## config.mk

```make
export PLATFORM = sky130hd
export DESIGN_NAME = weight_load_receiver
export DESIGN_NICKNAME = d
export VERILOG_FILES = /design/src/rtl/tpu_pkg.sv /design/src/rtl/weight_shadow_bank.sv /design/src/rtl/weight_load_receiver.sv
export SDC_FILE = /design/constraint.sdc
export NUM_CORES = 2
export LEC_CHECK = 0
export CAP_MARGIN = 30
export CORE_AREA = 2 2 678 680
export DETAILED_ROUTE_END_ITERATION = 12
export DIE_AREA = 0 0 680 682
export GPL_ROUTABILITY_DRIVEN = 0
export PLACE_DENSITY = 0.47
export SETUP_SLACK_MARGIN = 0.4
export SLEW_MARGIN = 20
export SYNTH_ARGS = -nofsm -noshare
export SYNTH_HDL_FRONTEND = slang
export SYNTH_SLANG_ARGS = --single-unit
```

## constraint.sdc

```tcl
create_clock -name clk -period 16.2 [get_ports clk]
set_input_delay 3.24 -clock clk [delete_from_list [all_inputs] [get_ports clk]]
set_output_delay 3.24 -clock clk [all_outputs]
set_load 0.02 [all_outputs]
```

## src/rtl/tpu_pkg.sv

```systemverilog
// Shared TPU types: byte/row types and the weight
// receiver FSM state encoding.
package tpu_pkg;
  localparam int BYTE_WIDTH = 8;
  localparam int DEFAULT_MATRIX_WIDTH = 14;

  typedef logic [BYTE_WIDTH-1:0] byte_type;
  typedef byte_type [DEFAULT_MATRIX_WIDTH-1:0] weight_row_type;

  typedef enum logic [1:0] {
    FILL    = 2'd0,
    PENDING = 2'd1,
    SWAP    = 2'd2
  } weight_rx_state_type;
endpackage

```

## src/rtl/weight_shadow_bank.sv

```systemverilog
// Shadow tile storage: row data, signed bits, valid mask
// and a registered count of distinct rows loaded.
module weight_shadow_bank
  import tpu_pkg::*;
#(
  parameter int MATRIX_WIDTH  = DEFAULT_MATRIX_WIDTH,
  parameter int ADDR_WIDTH    = $clog2(MATRIX_WIDTH),
  parameter int ROW_CTR_WIDTH = $clog2(MATRIX_WIDTH + 1)
) (
  input  logic                     clk,
  input  logic                     rst,
  input  logic                     enable,
  input  logic                     wr_en,
  input  logic [ADDR_WIDTH-1:0]    wr_addr,
  input  logic                     wr_signed,
  input  logic [MATRIX_WIDTH*BYTE_WIDTH-1:0] wr_data,
  input  logic                     clear,
  output logic [MATRIX_WIDTH*MATRIX_WIDTH*BYTE_WIDTH-1:0] rows,
  output logic [MATRIX_WIDTH-1:0]  row_signed,
  output logic [ROW_CTR_WIDTH-1:0] rows_loaded,
  output logic                     full
);
  localparam int ROW_BITS = MATRIX_WIDTH * BYTE_WIDTH;

  byte_type [MATRIX_WIDTH-1:0] mem [MATRIX_WIDTH];
  logic [MATRIX_WIDTH-1:0] row_valid;
  logic [MATRIX_WIDTH-1:0] valid_nxt;
  logic [ROW_CTR_WIDTH-1:0] cnt_nxt;

  // A clear and a write on the same edge leave only the new row valid.
  always_comb begin
    valid_nxt = clear ? '0 : row_valid;
    cnt_nxt   = clear ? '0 : rows_loaded;
    if (wr_en && !valid_nxt[wr_addr]) begin
      valid_nxt[wr_addr] = 1'b1;
      cnt_nxt = cnt_nxt + ROW_CTR_WIDTH'(1);
    end
  end

  always_ff @(posedge clk) begin
    if (!rst) begin
      for (int r = 0; r < MATRIX_WIDTH; r++) mem[r] <= '0;
      row_signed  <= '0;
      row_valid   <= '0;
      rows_loaded <= '0;
      full        <= 1'b0;
    end else if (enable) begin
      if (wr_en) begin
        mem[wr_addr]        <= wr_data;
        row_signed[wr_addr] <= wr_signed;
      end
      row_valid   <= valid_nxt;
      rows_loaded <= cnt_nxt;
      full        <= (cnt_nxt == ROW_CTR_WIDTH'(MATRIX_WIDTH));
    end
  end

  for (genvar r = 0; r < MATRIX_WIDTH; r++) begin : g_rows
    assign rows[r*ROW_BITS +: ROW_BITS] = mem[r];
  end
endmodule

```

## src/rtl/weight_load_receiver.sv

```systemverilog
// Collects a weight tile into the shadow bank and swaps
// it atomically into the active bank on request.
module weight_load_receiver
  import tpu_pkg::*;
#(
  parameter int MATRIX_WIDTH  = DEFAULT_MATRIX_WIDTH,
  parameter int ROW_CTR_WIDTH = $clog2(MATRIX_WIDTH + 1)
) (
  input  logic                     clk,
  input  logic                     rst,
  input  logic                     enable,
  input  logic                     load_weight,
  input  logic [BYTE_WIDTH-1:0]    weight_addr,
  input  logic                     is_weight_signed,
  input  logic [MATRIX_WIDTH*BYTE_WIDTH-1:0] weight_data,
  input  logic                     activate,
  output logic [MATRIX_WIDTH*MATRIX_WIDTH*BYTE_WIDTH-1:0] active_weights,
  output logic [MATRIX_WIDTH-1:0]  active_signed,
  output logic [ROW_CTR_WIDTH-1:0] rows_loaded,
  output logic                     shadow_full,
  output logic                     swap_done,
  output logic                     addr_error,
  output logic                     busy
);
  localparam int ADDR_WIDTH = $clog2(MATRIX_WIDTH);
  localparam int TILE_BITS  = MATRIX_WIDTH * MATRIX_WIDTH * BYTE_WIDTH;

  weight_rx_state_type state;
  weight_rx_state_type state_nxt;

  logic addr_ok;
  logic wr_en;
  logic xfer;
  logic err_q;
  logic [TILE_BITS-1:0] shadow;
  logic [MATRIX_WIDTH-1:0] shadow_signed;

  assign addr_ok = weight_addr < BYTE_WIDTH'(MATRIX_WIDTH);
  assign wr_en   = load_weight & addr_ok;

  weight_shadow_bank #(
    .MATRIX_WIDTH (MATRIX_WIDTH),
    .ADDR_WIDTH   (ADDR_WIDTH),
    .ROW_CTR_WIDTH(ROW_CTR_WIDTH)
  ) u_bank (
    .clk        (clk),
    .rst        (rst),
    .enable     (enable),
    .wr_en      (wr_en),
    .wr_addr    (weight_addr[ADDR_WIDTH-1:0]),
    .wr_signed  (is_weight_signed),
    .wr_data    (weight_data),
    .clear      (xfer),
    .rows       (shadow),
    .row_signed (shadow_signed),
    .rows_loaded(rows_loaded),
    .full       (shadow_full)
  );

  always_comb begin
    state_nxt = state;
    xfer      = 1'b0;
    unique case (state)
      FILL: begin
        if (activate) begin
          if (shadow_full) begin
            state_nxt = SWAP;
            xfer      = 1'b1;
          end else begin
            state_nxt = PENDING;
          end
        end
      end
      PENDING: begin
        if (shadow_full) begin
          state_nxt = SWAP;
          xfer      = 1'b1;
        end
      end
      SWAP:    state_nxt = FILL;
      default: state_nxt = FILL;
    endcase
  end

  // The error flag is a one-shot pulse, so it tracks every edge.
  always_ff @(posedge clk) begin
    if (!rst) begin
      state          <= FILL;
      active_weights <= '0;
      active_signed  <= '0;
      err_q          <= 1'b0;
    end else begin
      err_q <= enable & load_weight & ~addr_ok;
      if (enable) begin
        state <= state_nxt;
        if (xfer) begin
          active_weights <= shadow;
          active_signed  <= shadow_signed;
        end
      end
    end
  end

  assign swap_done  = enable & (state == SWAP);
  assign addr_error = enable & err_q;
  assign busy       = (state != FILL);
endmodule

```

After elaboration in Yosys (flattened, before gate mapping)
Memories as Yosys holds them, arrays and structs flattened. A register that Yosys moved wholly into a read port is not among the register bits.
Cells that the tools add are included.
- bits in registers: 50
- input port bits: 126
- bits in writable memories: 1568
- output and inout port bits: 1590
- word-level logic and storage cells: 71
- memories kept: 1
- memory list (memory ; words ; bits a word ; read ports ; clocked after Yosys merged registers in ; write ports ; line ; RTL):
    u_bank.mem ; 14 ; 112 ; 14 ; 14 ; 14 ; weight_shadow_bank.sv:25 ; byte_type [MATRIX_WIDTH-1:0] mem [MATRIX_WIDTH];
- reduce and logical (&&, ||, !) cells: 23
- muxes and demuxes: 24
- $add $sub $neg: 1
- equal/unequal tests: 5
- bitwise operators: 7
- magnitude comparators: 3
- operators with widths (cell ; count):
    $mux W112 ; 1
    $reduce_or A112 Y1 ; 1
    $mux W14 ; 2
    $logic_not A1 Y1 ; 15
    $bwmux W14 ; 1
    $or A14 B14 Y14 ; 1
    $mux W4 ; 3
    $mux W1 ; 10
    $lt A8 B4 Y1 const B ; 1
    $mux W2 ; 3
    $and A1 B1 Y1 ; 5
    $lt A4 B5 Y1 const B ; 1
    $add A4 B1 Y4 const B ; 1
    $bmux W1 S4 ; 1
    $demux W1 S4 ; 1
    $eq A4 B4 Y1 const B ; 1
    $ge A4 B1 Y1 const B ; 1
    $pmux W2 S2 ; 1
    $reduce_and A2 Y1 ; 2
    $reduce_and A3 Y1 ; 1
    $eq A2 B1 Y1 const B ; 1
    $eq A2 B2 Y1 const B ; 1
    $logic_and A1 B1 Y1 ; 2
    $logic_not A2 Y1 ; 1
    other kinds (5) ; 5

Longest topological paths before layout
- depth after elaboration: 10
- mapped depth: 10
- mapped depth without buffers: 9

By module
Synthesis repeated with hierarchy kept, for this count alone.
- cells, all modules: 10512
- area, all modules: 122078.3 um2
- by module, submodules not included (module ; cells an instance ; area an instance (um2) ; times used ; seq. area each (um2)):
    weight_load_receiver ; 6876 ; 62457.4 ; 1 ; 31730.4
    weight_shadow_bank ; 3636 ; 59620.9 ; 1 ; 47745.8

Worst setup path before layout
No wires, ideal clock.
- path kind: input to register
- start: input port enable
- end: memory u_bank.mem[2][0] (netlist bit) (enable)
- library setup time: 0.739 ns
- required time: 15.461 ns
- arrival time: 12.191 ns
- path buffers: 2
- setup slack: 3.270 ns
- stages: 6
- path through: buf_2 inv_1 or3_1 or2_2 buf_2 o21ai_0
- RTL lines (element ; line ; RTL):
    start, declared ; weight_load_receiver.sv:11 ; input logic enable,
    end, declared ; weight_shadow_bank.sv:25 ;

Final worst setup path
- start: input port enable
- end: output port swap_done
- word-level cells in the longest chain between the ends: 1
- RTL lines (element ; line ; RTL):
    $and A1 B1 Y1 ; weight_load_receiver.sv:104 ; assign swap_done = enable & (state == SWAP);
    end, declared ; weight_load_receiver.sv:21 ; output logic swap_done,
No other way between the ends.

==> impl_metrics.csv <==
group,metric,value,unit
run_status,run_status,"finished clean",
drt,firstDrtPassIters,5,
drt,ant_nets,0,
logic_synthesis,syn_nets,10700,
power,vdd_drop_max,94.1,uV
global_routing,grt_usage,20.7,%
critical_path,path_cells,"clkdlybuf4s50_1 > buf_4 > nand2_1 > nor2_2 > clkdlybuf4s50_1",
critical_path,crit_path_max_incr_delay,790,ps
critical_path,critical_path_arrival,5620,ps
cts,clk_pin_slew_worst_paths,60,ps
placed_design,hpwlAfterDp,329000,um
drt,routed_via_density,4.46,
critical_path,worstPathRequired,12960,ps
global_routing,grt_max_degree,200,
cells_and_area,post-route-util,32.6,%
critical_path,critPathSlowestCell,"clkdlybuf4s50_1",
cts,clkSinkCount,3186,
cts,cts_inserted_buffers,362,
critical_path,cp-start-kind,"primary input",
global_routing,antenna_found_initial,97,
cts,cts_htree_levels,5,
drt,first_iter_violations,7216,
cells_and_area,num-fill-cells,46500,
critical_path,cpMostUsedCell,"clkdlybuf4s50_1",
timing,finalHoldViolCount,0,
logic_synthesis,synth_warnings,0,
critical_path,end_kind,"output pin",
floorplanning,io_pins,1716,
cells_and_area,nNetsFinal,12100,
timing,fin_crit_sh,54.7,%
logic_synthesis,synthesis.area,114000,sq um
floorplanning,dieHeight,682,um
critical_path,critPathBufInv,3,
logic_synthesis,synth-async-reset-ratio,0,%
global_routing,grt_overflow,0,
logic_synthesis,seq_area_frac_synth,70.0,%
placed_design,portBuffers,1715,
global_routing,grt_pass1_vias,77000,
cts,cts_tree,"built",
timing,tightest_slew,1340,ps
timing,min_period,8860,ps
cts,hold_buffers,0,
drt,drc,0,
logic_synthesis,synth_cell_types,39,
drt,wl_per_cell,27.2,um
power,p_leak,48.9,nW
cells_and_area,final_cell_area,149000,sq um
critical_path,cp_max_fo,16,
timing,worst_clock_skew,79.5,ps
drt,totalWireLength,503000,um
placed_design,dpl_cell_area,137000,sq um
floorplanning,die_w,680,um
cts,clock_latency,980,ps
cts,postCtsSetupBuffers,0,
logic_synthesis,syn_avg_cell_area,10.8,sq um
logic_synthesis,synth-edff-count,1568,
timing,fmax,0.113,GHz
critical_path,rrSetupSlack,11730,ps
worst_hold_path,min_path_type,"reg -> reg",
drt,dr_total_vias,82300,
cells_and_area,area_growth,31.4,%
global_routing,grt_pass1_wl,670000,um
cts,clockBufferDepth,4,
timing,rsz0062_at_grt,"no",
timing,setup_viol,0,
run,max-cap-violations,0,
timing,setup_tns,0,ps
critical_path,crit_type,"in -> out",
timing,finalMaxSlewViolations,0,
logic_synthesis,synthCells,10500,
cells_and_area,drive_gt1_share,6.96,%
critical_path,cp_top_family,"buffers and inverters",
floorplanning,rows,249,
logic_synthesis,synth_top_flop_cell,"dfxtp_1",
floorplanning,fp.dieArea,464000,sq um
cts,cts_resized,0,
cts,cts_root_buf,"clkbuf_16",
floorplanning,start_util,24.8,%
floorplanning,core,457000,sq um
power,pwr_density_cell,117,nW/um^2
timing,slew-limit-headroom,10.4,%
logic_synthesis,ys_seq_elements,3186,
[synth_stat cells, types with 2 or more instances]
cell type / n / area share, %
a211oi_1: 2 / 0.013
o21ai_0: 30 / 0.13
edfxtp_1: 1568 / 41
nand2_1: 3203 / 11
or3b_2: 2 / 0.015
nand4_1: 5 / 0.028
a21oi_1: 1610 / 7.1
dfxtp_1: 1618 / 29
clkbuf_2: 16 / 0.071
buf_2: 128 / 0.56
mux4_2: 2 / 0.040
nand3_1: 8 / 0.035
clkbuf_1: 683 / 2.3
or3_1: 16 / 0.088
inv_1: 10 / 0.033
and3_1: 2 / 0.011
mux2i_1: 4 / 0.035
nor2_1: 28 / 0.093
nand2b_1: 4 / 0.022
and2_1: 1571 / 8.7
or2_2: 6 / 0.033
[metrics by stage]
stage               hold WS (ps)  cells  setup WS, ps  total power [mW]
floorplan                    428  10500          3270              9.05
global placement             437  17600          7370              9.36
detailed placement           445  17600          7370              9.37
CTS                          438  18300          7370              17.7
global route                 467  18400          7320              18.0
finish                       443  18400          7340              17.5
[state kept, by name (all words and copies together) (netlist names)]
signal	cells
u_bank.full	1
u_bank.rows_loaded	4
active_weights	1568
active_signed	14
u_bank.row_signed	14
err_q	1
state	2
u_bank.row_valid	14
u_bank.mem	1568
[where the power goes]
part           switching, mW  internal (mW)  leakage, nW
logic                  0.428         0.0599         15.2
clock network           3.54           4.75         5.81
registers             0.0585           8.64         27.9
total                   4.03           13.5         48.9
[cells in the final DEF (no fill, tap or decap), types with 6 or more instances in the layout]
cell             netlist  final
nand2_1             3203   3202
clkdlybuf4s50_1        0   1641
dfxtp_1             1618   1618
a21oi_1             1610   1610
and2_1              1571   1571
edfxtp_1            1568   1568
clkbuf_16              0    371
buf_4                  0    170
diode_2                0    122
clkbuf_1             683    122
buf_2                128     71
clkbuf_8               0     56
clkinv_2               0     52
buf_12                 0     26
clkinv_1               0     23
or3_1                 16     16
o21ai_0               30     16
nor2_4                 0     15
bufinv_16              0     15
o21ai_4                0     14
nor2_1                28     12
buf_16                 0     11
inv_1                 10     10
clkinv_16              0      9
inv_6                  0      9
nand3_1                8      8
or2_2                  6      6
clkinv_4               0      6
clkinvlp_4             0      6
[worst reg2reg max path: stages, from the launching register on]
cell	delay (ps)
dfxtp_1	390
nor2_1	80
or3b_2	580
nor2_4	490
buf_12	510
buf_12	990
buf_4	1010
nand2_1	160
a21oi_1	170
[per-layer routing]
metal	track usage (%)	routed length [um]	up-vias
met4	7.92	21300	4
met2	36.7	254000	2990
met5	0	27	-
met1	24.4	192000	40900
met3	4.50	35400	704
li1	-	-	37700
[cell type report]
class,instances,area (sq um),area share [%]
well taps,6024,7540,5.05
clock inverters,128,1390,0.930
repair buffers,1920,18900,12.7
multi-input cells,6509,31000,20.8
inverters,11,48.8,0.0327
diodes,122,305,0.205
flip-flops and latches,3186,79500,53.3
clock buffers,549,10500,7.05
[final timing paths]
check,endpoint,start,cells past startpoint
setup / recovery,swap_done,enable,5
hold reg to reg,active_weights[963],u_bank.mem[8][67],2
setup reg to reg,active_weights[1310],state[0],8
hold / removal,active_weights[963],u_bank.mem[8][67],2
[logic make-up after synthesis]
logic type	share of synthesized area, %
multiplexers	0.0750
adder cells (fa/ha/maj)	0.0110
buffers and inverters	2.94
flip-flops	70.0
AND/OR/NAND/NOR	19.6
AO/OA/AOI/OAI	7.34
XOR/XNOR	0.00772
Power figures use the tool's default switching activity.
